**src/rtl/adc128_scan.sv**
```systemverilog
// adc128_scan: scan controller for ADC128S022-class 8-channel 12-bit SPI ADCs.
//
// Walks a channel-enable mask, sending each channel address one frame ahead
// of its conversion. A scan of M enabled channels takes M+1 frames. Results
// appear as a per-sample strobe stream and as a packed per-channel bank.
//
// Optional feature macro: ADC128_AVG_EN. When it is defined, each data_o
// field carries the truncated mean of 4 consecutive samples, and scan_done_o
// pulses once every 4 scans.
//
// Ports:
//   clk_i, rst_n_i          system clock, async active-low reset
//   start_i, cont_i         single-scan pulse / continuous-mode level
//   ch_en_i[NUM_CH]         channel enable mask, latched at scan start
//   AD128_SCLK/CS/DIN       ADC serial outputs (SCLK idles high, CS active-low)
//   AD128_DOUT              ADC serial data in
//   busy_o                  scan in progress
//   smp_vld_o/ch_o/data_o   per-sample strobe, channel and data
//   data_o[12*NUM_CH]       packed results, channel i at [12i+11:12i]
//   scan_done_o             strobe, scan results complete
module adc128_scan #(
  parameter int NUM_CH   = 8,
  parameter int CLK_DIV  = 2,
  parameter int WAIT_CYC = 8
) (
  input  logic                   clk_i,
  input  logic                   rst_n_i,
  input  logic                   start_i,
  input  logic                   cont_i,
  input  logic [NUM_CH-1:0]      ch_en_i,
  output logic                   AD128_SCLK,
  output logic                   AD128_CS,
  output logic                   AD128_DIN,
  input  logic                   AD128_DOUT,
  output logic                   busy_o,
  output logic                   smp_vld_o,
  output logic [2:0]             smp_ch_o,
  output logic [11:0]            smp_data_o,
  output logic [12*NUM_CH-1:0]   data_o,
  output logic                   scan_done_o
);

  localparam int MAXC = (CLK_DIV > WAIT_CYC) ? CLK_DIV : WAIT_CYC;
  localparam int CW   = $clog2(MAXC + 1);
  localparam logic [CW-1:0] DIV_LAST = CW'(CLK_DIV - 1);
  localparam logic [CW-1:0] GAP_LAST = CW'(WAIT_CYC - 1);

  typedef enum logic [1:0] {IDLE = 2'd0, LEAD = 2'd1, SHIFT = 2'd2, GAP = 2'd3} state_t;

  state_t            state, state_d;
  logic [CW-1:0]     cnt, cnt_d;
  logic [4:0]        half, half_d;      // SCLK half-period index within SHIFT
  logic [1:0]        rst_sync;
  logic [NUM_CH-1:0] mask;
  logic [2:0]        cur_ch;            // address sent in the current frame
  logic [2:0]        prev_ch;           // channel whose data arrives this frame
  logic              first_frm, final_frm;
  logic [11:0]       sreg;
  logic              cs_d, sclk_d, din_d, busy_d;
  logic              cnt_end, go_scan, rescan, gap_end, frame_end, cap_bit, relatch;
  logic [3:0]        nxt;

  // Lowest enabled channel of a mask.
  function automatic logic [2:0] first_en(input logic [NUM_CH-1:0] m);
    logic [2:0] r;
    r = 3'd0;
    for (int i = NUM_CH - 1; i >= 0; i--) begin
      if (m[i]) r = 3'(i);
    end
    return r;
  endfunction

  // {found, index} of the lowest enabled channel above c.
  function automatic logic [3:0] next_en(input logic [NUM_CH-1:0] m, input logic [2:0] c);
    logic [3:0] r;
    r = 4'd0;
    for (int i = NUM_CH - 1; i >= 0; i--) begin
      if (m[i] && (i > int'(c))) r = {1'b1, 3'(i)};
    end
    return r;
  endfunction

  // Reset release synchroniser; assertion stays asynchronous.
  always_ff @(posedge clk_i or negedge rst_n_i) begin
    if (!rst_n_i) rst_sync <= 2'b00;
    else          rst_sync <= {rst_sync[0], 1'b1};
  end

  // End of the current timed phase.
  always_comb begin
    case (state)
      LEAD, SHIFT: cnt_end = (cnt == DIV_LAST);
      GAP:         cnt_end = (cnt == GAP_LAST);
      default:     cnt_end = 1'b0;
    endcase
  end

  assign go_scan   = rst_sync[1] && (start_i || cont_i) && (ch_en_i != '0);
  assign rescan    = cont_i && (ch_en_i != '0);
  assign gap_end   = (state == GAP) && cnt_end;
  assign frame_end = (state == SHIFT) && cnt_end && (half == 5'd31);
  // Leaving an SCLK-low half = rising edge; data bits start at rising edge 5.
  assign cap_bit   = (state == SHIFT) && cnt_end && !half[0] && (half >= 5'd8);
  assign relatch   = ((state == IDLE) && go_scan) || (gap_end && final_frm && rescan);
  assign nxt       = next_en(mask, cur_ch);

  // State register.
  always_ff @(posedge clk_i or negedge rst_n_i) begin
    if (!rst_n_i) begin
      state <= IDLE;
      cnt   <= '0;
      half  <= 5'd0;
    end else begin
      state <= state_d;
      cnt   <= cnt_d;
      half  <= half_d;
    end
  end

  // Next-state logic.
  always_comb begin
    state_d = state;
    cnt_d   = cnt + 1'b1;
    half_d  = half;
    case (state)
      IDLE: begin
        cnt_d = '0;
        if (go_scan) state_d = LEAD;
        else         state_d = IDLE;
      end
      LEAD: begin
        if (cnt_end) begin
          state_d = SHIFT;
          cnt_d   = '0;
          half_d  = 5'd0;
        end else begin
          state_d = LEAD;
        end
      end
      SHIFT: begin
        if (cnt_end) begin
          cnt_d = '0;
          if (half == 5'd31) state_d = GAP;
          else               half_d  = half + 5'd1;
        end else begin
          state_d = SHIFT;
        end
      end
      GAP: begin
        if (cnt_end) begin
          cnt_d   = '0;
          state_d = (final_frm && !rescan) ? IDLE : LEAD;
        end else begin
          state_d = GAP;
        end
      end
      default: begin
        state_d = IDLE;
        cnt_d   = '0;
      end
    endcase
  end

  // Output decode from the next state, so pins are registered with the state.
  always_comb begin
    busy_d = (state_d != IDLE);
    cs_d   = !((state_d == LEAD) || (state_d == SHIFT));
    if (state_d == SHIFT) begin
      sclk_d = half_d[0];
      // Falling edges 3,4,5 (halves 4,6,8) carry A2,A1,A0.
      case (half_d[4:1])
        4'd2:    din_d = cur_ch[2];
        4'd3:    din_d = cur_ch[1];
        4'd4:    din_d = cur_ch[0];
        default: din_d = 1'b0;
      endcase
    end else begin
      sclk_d = 1'b1;
      din_d  = 1'b0;
    end
  end

  // Pin and busy output registers.
  always_ff @(posedge clk_i or negedge rst_n_i) begin
    if (!rst_n_i) begin
      AD128_CS   <= 1'b1;
      AD128_SCLK <= 1'b1;
      AD128_DIN  <= 1'b0;
      busy_o     <= 1'b0;
    end else begin
      AD128_CS   <= cs_d;
      AD128_SCLK <= sclk_d;
      AD128_DIN  <= din_d;
      busy_o     <= busy_d;
    end
  end

`ifdef ADC128_AVG_EN
  logic [13:0] acc [NUM_CH];
  logic [1:0]  scan_cnt;
  logic [13:0] acc_sel, acc_sum;

  // Accumulator of the channel being written, plus the new sample.
  always_comb begin
    acc_sel = 14'd0;
    for (int i = 0; i < NUM_CH; i++) begin
      if (prev_ch == 3'(i)) acc_sel = acc[i];
      else                  acc_sel = acc_sel;
    end
    acc_sum = acc_sel + {2'b00, sreg};
  end
`endif

  // Channel sequencing, data capture and result delivery.
  always_ff @(posedge clk_i or negedge rst_n_i) begin
    if (!rst_n_i) begin
      mask        <= '0;
      cur_ch      <= 3'd0;
      prev_ch     <= 3'd0;
      first_frm   <= 1'b1;
      final_frm   <= 1'b0;
      sreg        <= 12'd0;
      smp_vld_o   <= 1'b0;
      smp_ch_o    <= 3'd0;
      smp_data_o  <= 12'd0;
      data_o      <= '0;
      scan_done_o <= 1'b0;
`ifdef ADC128_AVG_EN
      scan_cnt    <= 2'd0;
      for (int i = 0; i < NUM_CH; i++) acc[i] <= 14'd0;
`endif
    end else begin
      smp_vld_o   <= 1'b0;
      scan_done_o <= 1'b0;
      if (cap_bit) sreg <= {sreg[10:0], AD128_DOUT};

      if (relatch) begin
        mask      <= ch_en_i;
        cur_ch    <= first_en(ch_en_i);
        first_frm <= 1'b1;
        final_frm <= 1'b0;
`ifdef ADC128_AVG_EN
        if (ch_en_i != mask) begin
          scan_cnt <= 2'd0;
          for (int i = 0; i < NUM_CH; i++) acc[i] <= 14'd0;
        end
`endif
      end else if (gap_end && !final_frm) begin
        prev_ch   <= cur_ch;
        first_frm <= 1'b0;
        // When the mask is exhausted, resend the first channel to flush the pipeline.
        if (nxt[3]) begin
          cur_ch    <= nxt[2:0];
          final_frm <= 1'b0;
        end else begin
          cur_ch    <= first_en(mask);
          final_frm <= 1'b1;
        end
      end

      if (frame_end && !first_frm) begin
        smp_vld_o  <= 1'b1;
        smp_ch_o   <= prev_ch;
        smp_data_o <= sreg;
`ifdef ADC128_AVG_EN
        scan_done_o <= final_frm && (scan_cnt == 2'd3);
        if (final_frm) scan_cnt <= scan_cnt + 2'd1;
        for (int i = 0; i < NUM_CH; i++) begin
          if (prev_ch == 3'(i)) begin
            if (scan_cnt == 2'd3) begin
              data_o[12*i +: 12] <= acc_sum[13:2];
              acc[i]             <= 14'd0;
            end else begin
              acc[i] <= acc_sum;
            end
          end
        end
`else
        scan_done_o <= final_frm;
        for (int i = 0; i < NUM_CH; i++) begin
          if (prev_ch == 3'(i)) data_o[12*i +: 12] <= sreg;
        end
`endif
      end
    end
  end

endmodule

```
**config.mk**
```make
export PLATFORM = sky130hd
export DESIGN_NAME = adc128_scan
export DESIGN_NICKNAME = d
export VERILOG_FILES = /design/src/rtl/adc128_scan.sv
export SDC_FILE = /design/constraint.sdc
export NUM_CORES = 1
export LEC_CHECK = 0
export BUFFER_PORTS_ARGS = -buffer_cell sky130_fd_sc_hd__buf_2
export CAP_MARGIN = 15
export CORE_MARGIN = 2
export CORE_UTILIZATION = 30
export DETAILED_ROUTE_END_ITERATION = 7
export PLACE_DENSITY = 0.49
export SLEW_MARGIN = 10
export SYNTH_ARGS = -nofsm -noshare
export SYNTH_HDL_FRONTEND = slang
export SYNTH_SLANG_ARGS = --single-unit
```
**constraint.sdc**
```tcl
create_clock -name clk_i -period 2.75 [get_ports clk_i]
set_input_delay 0 -clock clk_i [delete_from_list [all_inputs] [get_ports clk_i]]
set_output_delay 0 -clock clk_i [all_outputs]
set_load 0.02 [all_outputs]
```
==> results_dict.tcl, run 1 <==
set metrics [dict create \
    outcome "finished clean" \
    tightest_slew_ns 0.7661 \
    drv_slew 0 \
    multi_input_area_um2 2679 \
    antenna_left 0 \
    die_width_um 154.7 \
    layout-drive-gt1-share_pct 49.42 \
    regArea_um2 3958 \
    cp.required_ns 3.06 \
    yosysUniqueCellTypes 60 \
    finalCritPeriodShare_pct 96.68 \
    grt_max_degree 72 \
    root_buffer "clkbuf_16" \
    slew_headroom_pct 48.92 \
    clock_sinks 158 \
    via_per_inst 4.602 \
    worstPathArrival_ns 2.97 \
    end_kind "register" \
    syn_inst 511 \
    synth-edff-count 0 \
    drc_errors 0 \
    yosysWarnings 0 \
    pre_cts_slack_ns -0.07529 \
    boundaryPins 130 \
    final_area_um2 8852 \
    wl_met2_um 7924 \
    path_clk_slew_ns 0.07 \
    drtPass1Iterations 4 \
    drt_iter0_markers 215 \
    n_antenna_cell 0 \
    setup_tns_ns 0 \
    power.density_nw_per_um2 650.0 \
    crit_path_max_fanout 6 \
    maxCapViolations 0 \
    portBuffers 129 \
    cp-start-kind "register" \
    worst_slack_ns 0.09120 \
    max_freq_ghz 0.3761 \
    fillers 2155 \
    start_util_pct 30.29 \
    core-area_um2 22500 \
    cts_tree "done" \
    syn_area_um2 6815 \
    place_congestion 0.8212 \
    place_area_um2 8029 \
    setup_violations 0 \
    holdWs_ns 0.06449 \
    async_flop_share_pct 100.0 \
    ys_ff_latch 158 \
    grt_pass1_wl_um 27010 \
    dr_total_vias 4487 \
    clk_latency_ns 0.42 \
    fin_worst_skew_ns 0.01670 \
    area_growth_pct 29.89 \
    total_power_w 0.005754 \
    dp.final_hpwl_um 11830 \
    hold_class "primary input to register" \
    yosysSeqAreaShare_pct 58.07 \
    syn_nets 533 \
    met1_length_um 8199 \
    drt-total-wl_um 16890 \
    critPathKind "register to register" \
    avgSynthCellArea_um2 13.34 \
    wl_met3_um 672 \
    post_drt_wl_per_cell_um 17.32 \
    htreeDepth 4 \
    ctsLongestPathBuffers 2 \
    nets 699 \
    min_period_ns 2.659 \
    track_usage_pct 14.64 \
    die-area_um2 23940 \
    antenna_found_initial 0 \
    grt_pass1_vias 4641 \
    hold_viol 0 \
    p_leak_nw 4.789 \
    core.rowCount 55 \
    cts_buffers 17 \
    rsz0062_at_grt "yes" \
    ir_worst_vdd_uv 377.6 \
    top_layer "met4" \
    ys.flop_type "dfrtp_1" \
    grt_overflow 0 \
    die_height_um 154.7 \
]
[Yosys cell counts, types with 2 or more instances]
master    count  share of area [%]
nor4_1        4               0.37
a32o_1        2               0.29
nand2_1      60                3.3
and3_1        2               0.18
a21boi_0      3               0.33
o221ai_1      2               0.26
nand4b_2      2               0.44
or2_2         3               0.28
nor3_1        6               0.44
inv_1        20                1.1
nor3b_1       3               0.33
a21oi_1      12               0.88
and2_1        3               0.28
buf_4         2               0.22
nor2_1       11               0.61
o22ai_1       2               0.18
nor4b_4       2               0.70
dfrtp_1     155                 57
o21ai_0       9               0.66
nand3_1       6               0.44
a21o_1        6               0.66
and4_1        2               0.26
a211o_1       3               0.39
o21bai_1      2               0.22
mux2_2       86                 14
buf_1         3               0.17
a211oi_1      2               0.22
ha_1          9                1.7
or3_1         2               0.18
buf_2         6               0.44
dfstp_2       3                1.2
clkbuf_1     15               0.83
mux2_4       30                6.6
buf_6         6               0.99
nand2b_1      2               0.18
[layout make-up]
type                    instances  share of cell area (%)
multi-input cells             300                   30.26
clock buffers                  18                   4.848
repair buffers                179                   13.30
clock inverters                14                   1.908
inverters                      21                  0.9470
flip-flops and latches        158                   44.71
well taps                     285                   4.028
[layout by cell type (no fill, tap or decap), types with 4 or more instances in the layout]
master	netlist	final
buf_12	0	7
buf_4	2	28
dlygate4sd3_1	0	12
nand2_1	60	60
nor2_1	11	11
o21ai_0	9	8
dfrtp_1	155	155
a21o_1	6	6
a21oi_1	12	12
inv_6	0	5
buf_2	6	128
mux2_4	30	42
nand3_1	6	5
mux2_2	86	74
ha_1	9	7
nor4_1	4	4
nor3_1	6	6
inv_1	20	18
clkbuf_16	0	17
[metrics by stage]
stage          util (%)  instances
6_report          39.34        975
5_1_grt           39.34        975
4_1_cts           39.20        974
3_5_place_dp      35.68        926
3_3_place_gp      35.68        926
2_1_floorplan         -        511
[registers in the layout (all words and copies together) (netlist names), 2 cells and up]
signal / cells
smp_ch_o: 3
half: 5
cur_ch: 3
data_o: 96
cnt: 4
sreg: 12
prev_ch: 3
state: 2
rst_sync: 2
mask: 8
smp_data_o: 12
[final timing paths]
| path | endpoint | cells after the start | startpoint | slack, ns |
|---|---|---|---|---|
| worst max-delay path | data_o[49] | 10 | state[0] | 0.09 |
| worst min-delay path | first_frm | 4 | cont_i | 0.06 |
| worst max register to register | data_o[49] | 10 | state[0] | 0.09 |
| worst min register to register | rst_sync[1] | 0 | rst_sync[0] | 0.35 |
| max in group asynchronous | first_frm | 3 | rst_n_i | 1.71 |
| min in group asynchronous | data_o[67] | 2 | rst_n_i | 0.16 |
[power by group]
| part | internal, W | total [W] | switching [W] |
|---|---|---|---|
| clock | 0.00137 | 0.00239 | 0.00102 |
| sequential | 0.00244 | 0.00260 | 0.000160 |
| combinational | 0.000375 | 0.000765 | 0.000390 |
[timing repair]
action	4_1_cts	5_1_grt
endpoints found under the setup margin	24	25
hold buffers	12	0
hold endpoints to repair	76	0
buffers inserted	3	2
pin swaps	5	3
gates resized for setup	5	7
cloned	1	0
[kinds of logic (layout without fill, tap and decap cells)]
logic type	after synthesis	count (layout)	share of synthesized area (%)
other	1	1	0.05502
DFF	158	158	58.07
xor gates and xnor gates	1	1	0.1285
adders and majority gates	9	9	1.652
buffers and inverters	53	232	3.873
AOI/OAI and AO/OA	56	56	5.875
and+or+nand+nor	115	115	9.216
muxes	118	118	21.13
[metal layers]
layer  global-route usage (%)  vias up
li1                         -     2118
met1                    20.25     2232
met2                    23.55      129
met3                    2.942        8
met4                    3.880        0
met5                        0        -
[worst max-delay path, cell delays in order (launching register included)]
cell,delay [ns]
dfrtp_1,0.39
inv_2,0.07
ha_4,0.15
or3b_4,0.39
a21oi_4,0.13
nand2_2,0.08
or3_4,0.44
nor4b_4,0.26
buf_4,0.17
buf_12,0.12
mux2_2,0.33
Power figures use the tool's default switching activity.
==> run 2, diff against run 1 <==
Clock period 2.75 ns to 2.3 ns, I/O delays scaled along.
==> results_dict.tcl, run 2 (same netlist as run 1, synthesis figures left out) <==
set metrics [dict create \
    outcome "complete, but fails checks" \
    violations "negative setup slack" \
    via_per_inst 4.692 \
    worst_slack_ns -0.4205 \
    r2r_start "state[0]" \
    reg.largest.list "data_o x96, smp_data_o x12, sreg x12" \
    antenna_found_initial 0 \
    n_antenna_cell 0 \
    rsz0062_at_grt "yes" \
    min_period_ns 2.720 \
    worstPathArrival_ns 3.02 \
    critPathKind "register to register" \
    fillers 2129 \
    clk_latency_ns 0.42 \
    cp-start-kind "register" \
    die_height_um 154.7 \
    cts_buffers 17 \
    end_kind "register" \
    final_common_cell "dfrtp_1" \
    cp_common_cell "buf_6" \
    track_usage_pct 14.64 \
    crit_path_max_fanout 5 \
    drc_errors 0 \
    rr_worst_depth 10 \
    dr_total_vias 4706 \
    die-area_um2 23940 \
    hold_class "primary input to register" \
    post_drt_wl_per_cell_um 17.30 \
    place_congestion 0.7949 \
    fin_cells 1003 \
    core-area_um2 22500 \
    setup_tns_ns -36.97 \
    finalCritPeriodShare_pct 118.3 \
    power.density_nw_per_um2 765.5 \
    tightest_slew_ns 0.6579 \
    max_freq_ghz 0.3676 \
    fin_worst_skew_ns 0.01430 \
    grt_max_degree 71 \
    cts_tree "done" \
    nets 727 \
    start_util_pct 30.29 \
    holdPathStages 3 \
    largest_reg_flops 96 \
    drt-total-wl_um 17350 \
    setup_violations 113 \
    drt_iter0_markers 185 \
    core.rowCount 55 \
    htreeDepth 4 \
    crit_chain "inv_2 -> ha_4 -> or3b_4 -> a21oi_4 -> nand2_2 -> or3_4 -> buf_6 -> nor3_4 -> buf_6 -> mux2_4" \
    ctsLongestPathBuffers 2 \
    slowest_stage "or3_4" \
    die_width_um 154.7 \
    total_power_w 0.007176 \
    p_leak_nw 5.054 \
    layout-drive-gt1-share_pct 54.04 \
    cp.required_ns 2.60 \
    portBuffers 129 \
    regArea_um2 3958 \
    grt_overflow 0 \
    maxCapViolations 0 \
    multi_input_area_um2 2867 \
    clock_sinks 158 \
    drv_slew 0 \
    max_stage_delay_ns 0.45 \
    boundaryPins 130 \
    root_buffer "clkbuf_16" \
    grt_pass1_wl_um 26990 \
    ir_worst_vdd_uv 395.9 \
    dp.final_hpwl_um 12020 \
    slew_headroom_pct 56.14 \
    critPathLaunch "state[0]" \
    hold_viol 0 \
    area_growth_pct 37.56 \
    hp-start "cont_i" \
    grt_pass1_vias 4714 \
    dp.cells 946 \
    antenna_left 0 \
    drtPass1Iterations 4 \
    path_clk_slew_ns 0.07 \
    top_register "data_o" \
    final_cell_mix "dfrtp_1 (155), buf_2 (128), mux2_4 (59)" \
]
[run 2: cell count changes in the layout (fill, tap and decap cells not counted), sizes merged]
cell	delta
o21ai	+1
buf	+28
bufinv	+1
clkinv	+2
inv	-5
dlygate4sd3	-1
bufbuf	-1
clkinvlp	-2
clkbuf	+5
[run 2: final cells by class]
type,count,share of cell area (%)
Clock inverter,10,1.628
Tap cell,285,3.804
Inverter,21,0.9742
Sequential cell,158,42.21
Clock buffer,22,5.058
Multi-Input combinational cell,301,30.58
Timing Repair Buffer,206,15.75
[run 2: power by group]
group	switching, W	internal (W)	total (W)	leakage, nW
registers	0.000183	0.00292	0.00310	2.17
logic	0.000516	0.000565	0.00108	2.58
clock network	0.00118	0.00182	0.00299	0.303
[run 2: routing by layer]
layer	GRT usage (%)	vias to the layer above	wire length, um
met4	4.277	0	227
met3	2.914	14	664
met1	20.10	2380	8234
met5	0	-	0
li1	-	2179	-
met2	23.55	133	8221
[run 2: worst paths after layout]
kind | endpoint | slack [ns]
min in group asynchronous | data_o[44] | 0.16
max in group asynchronous | first_frm | 1.38
max | data_o[73] | -0.42
min reg2reg | rst_sync[1] | 0.35
max reg2reg | data_o[73] | -0.42
min | state[0] | 0.09
[run 2: critical path, delay by kind of cell, from the launching register on]
kind                       cells  cell delay, ns
muxes                          1            0.30
and+or+nand+nor                4            1.18
DFF                            1            0.41
adders and majority gates      1            0.16
buffers and inverters          3            0.39
AOI/OAI and AO/OA              1            0.14
[run 2: stage by stage]
step / hold slack (ns) / worst slack [ns] / utilization, % / cell area [um^2]
floorplan: -0.2956 / -0.5584 / - / 6907
global placement: 0.05740 / -0.5070 / 36.54 / 8222
detailed placement: 0.06986 / -0.5534 / 36.54 / 8222
CTS: 0.02353 / -0.4199 / 40.86 / 9194
global route: 0.1179 / -0.5226 / 41.66 / 9375
finish: 0.09479 / -0.4205 / 41.66 / 9375
[run 2: what timing repair did]
item / in CTS / in global routing
hold buffers: 11 / 0
gates resized for setup: 37 / 35
buffers inserted: 14 / 4
endpoints found under the hold margin: 79 / 0
cloned: 0 / 2
pin swaps: 12 / 18
setup endpoints to repair: 132 / 143
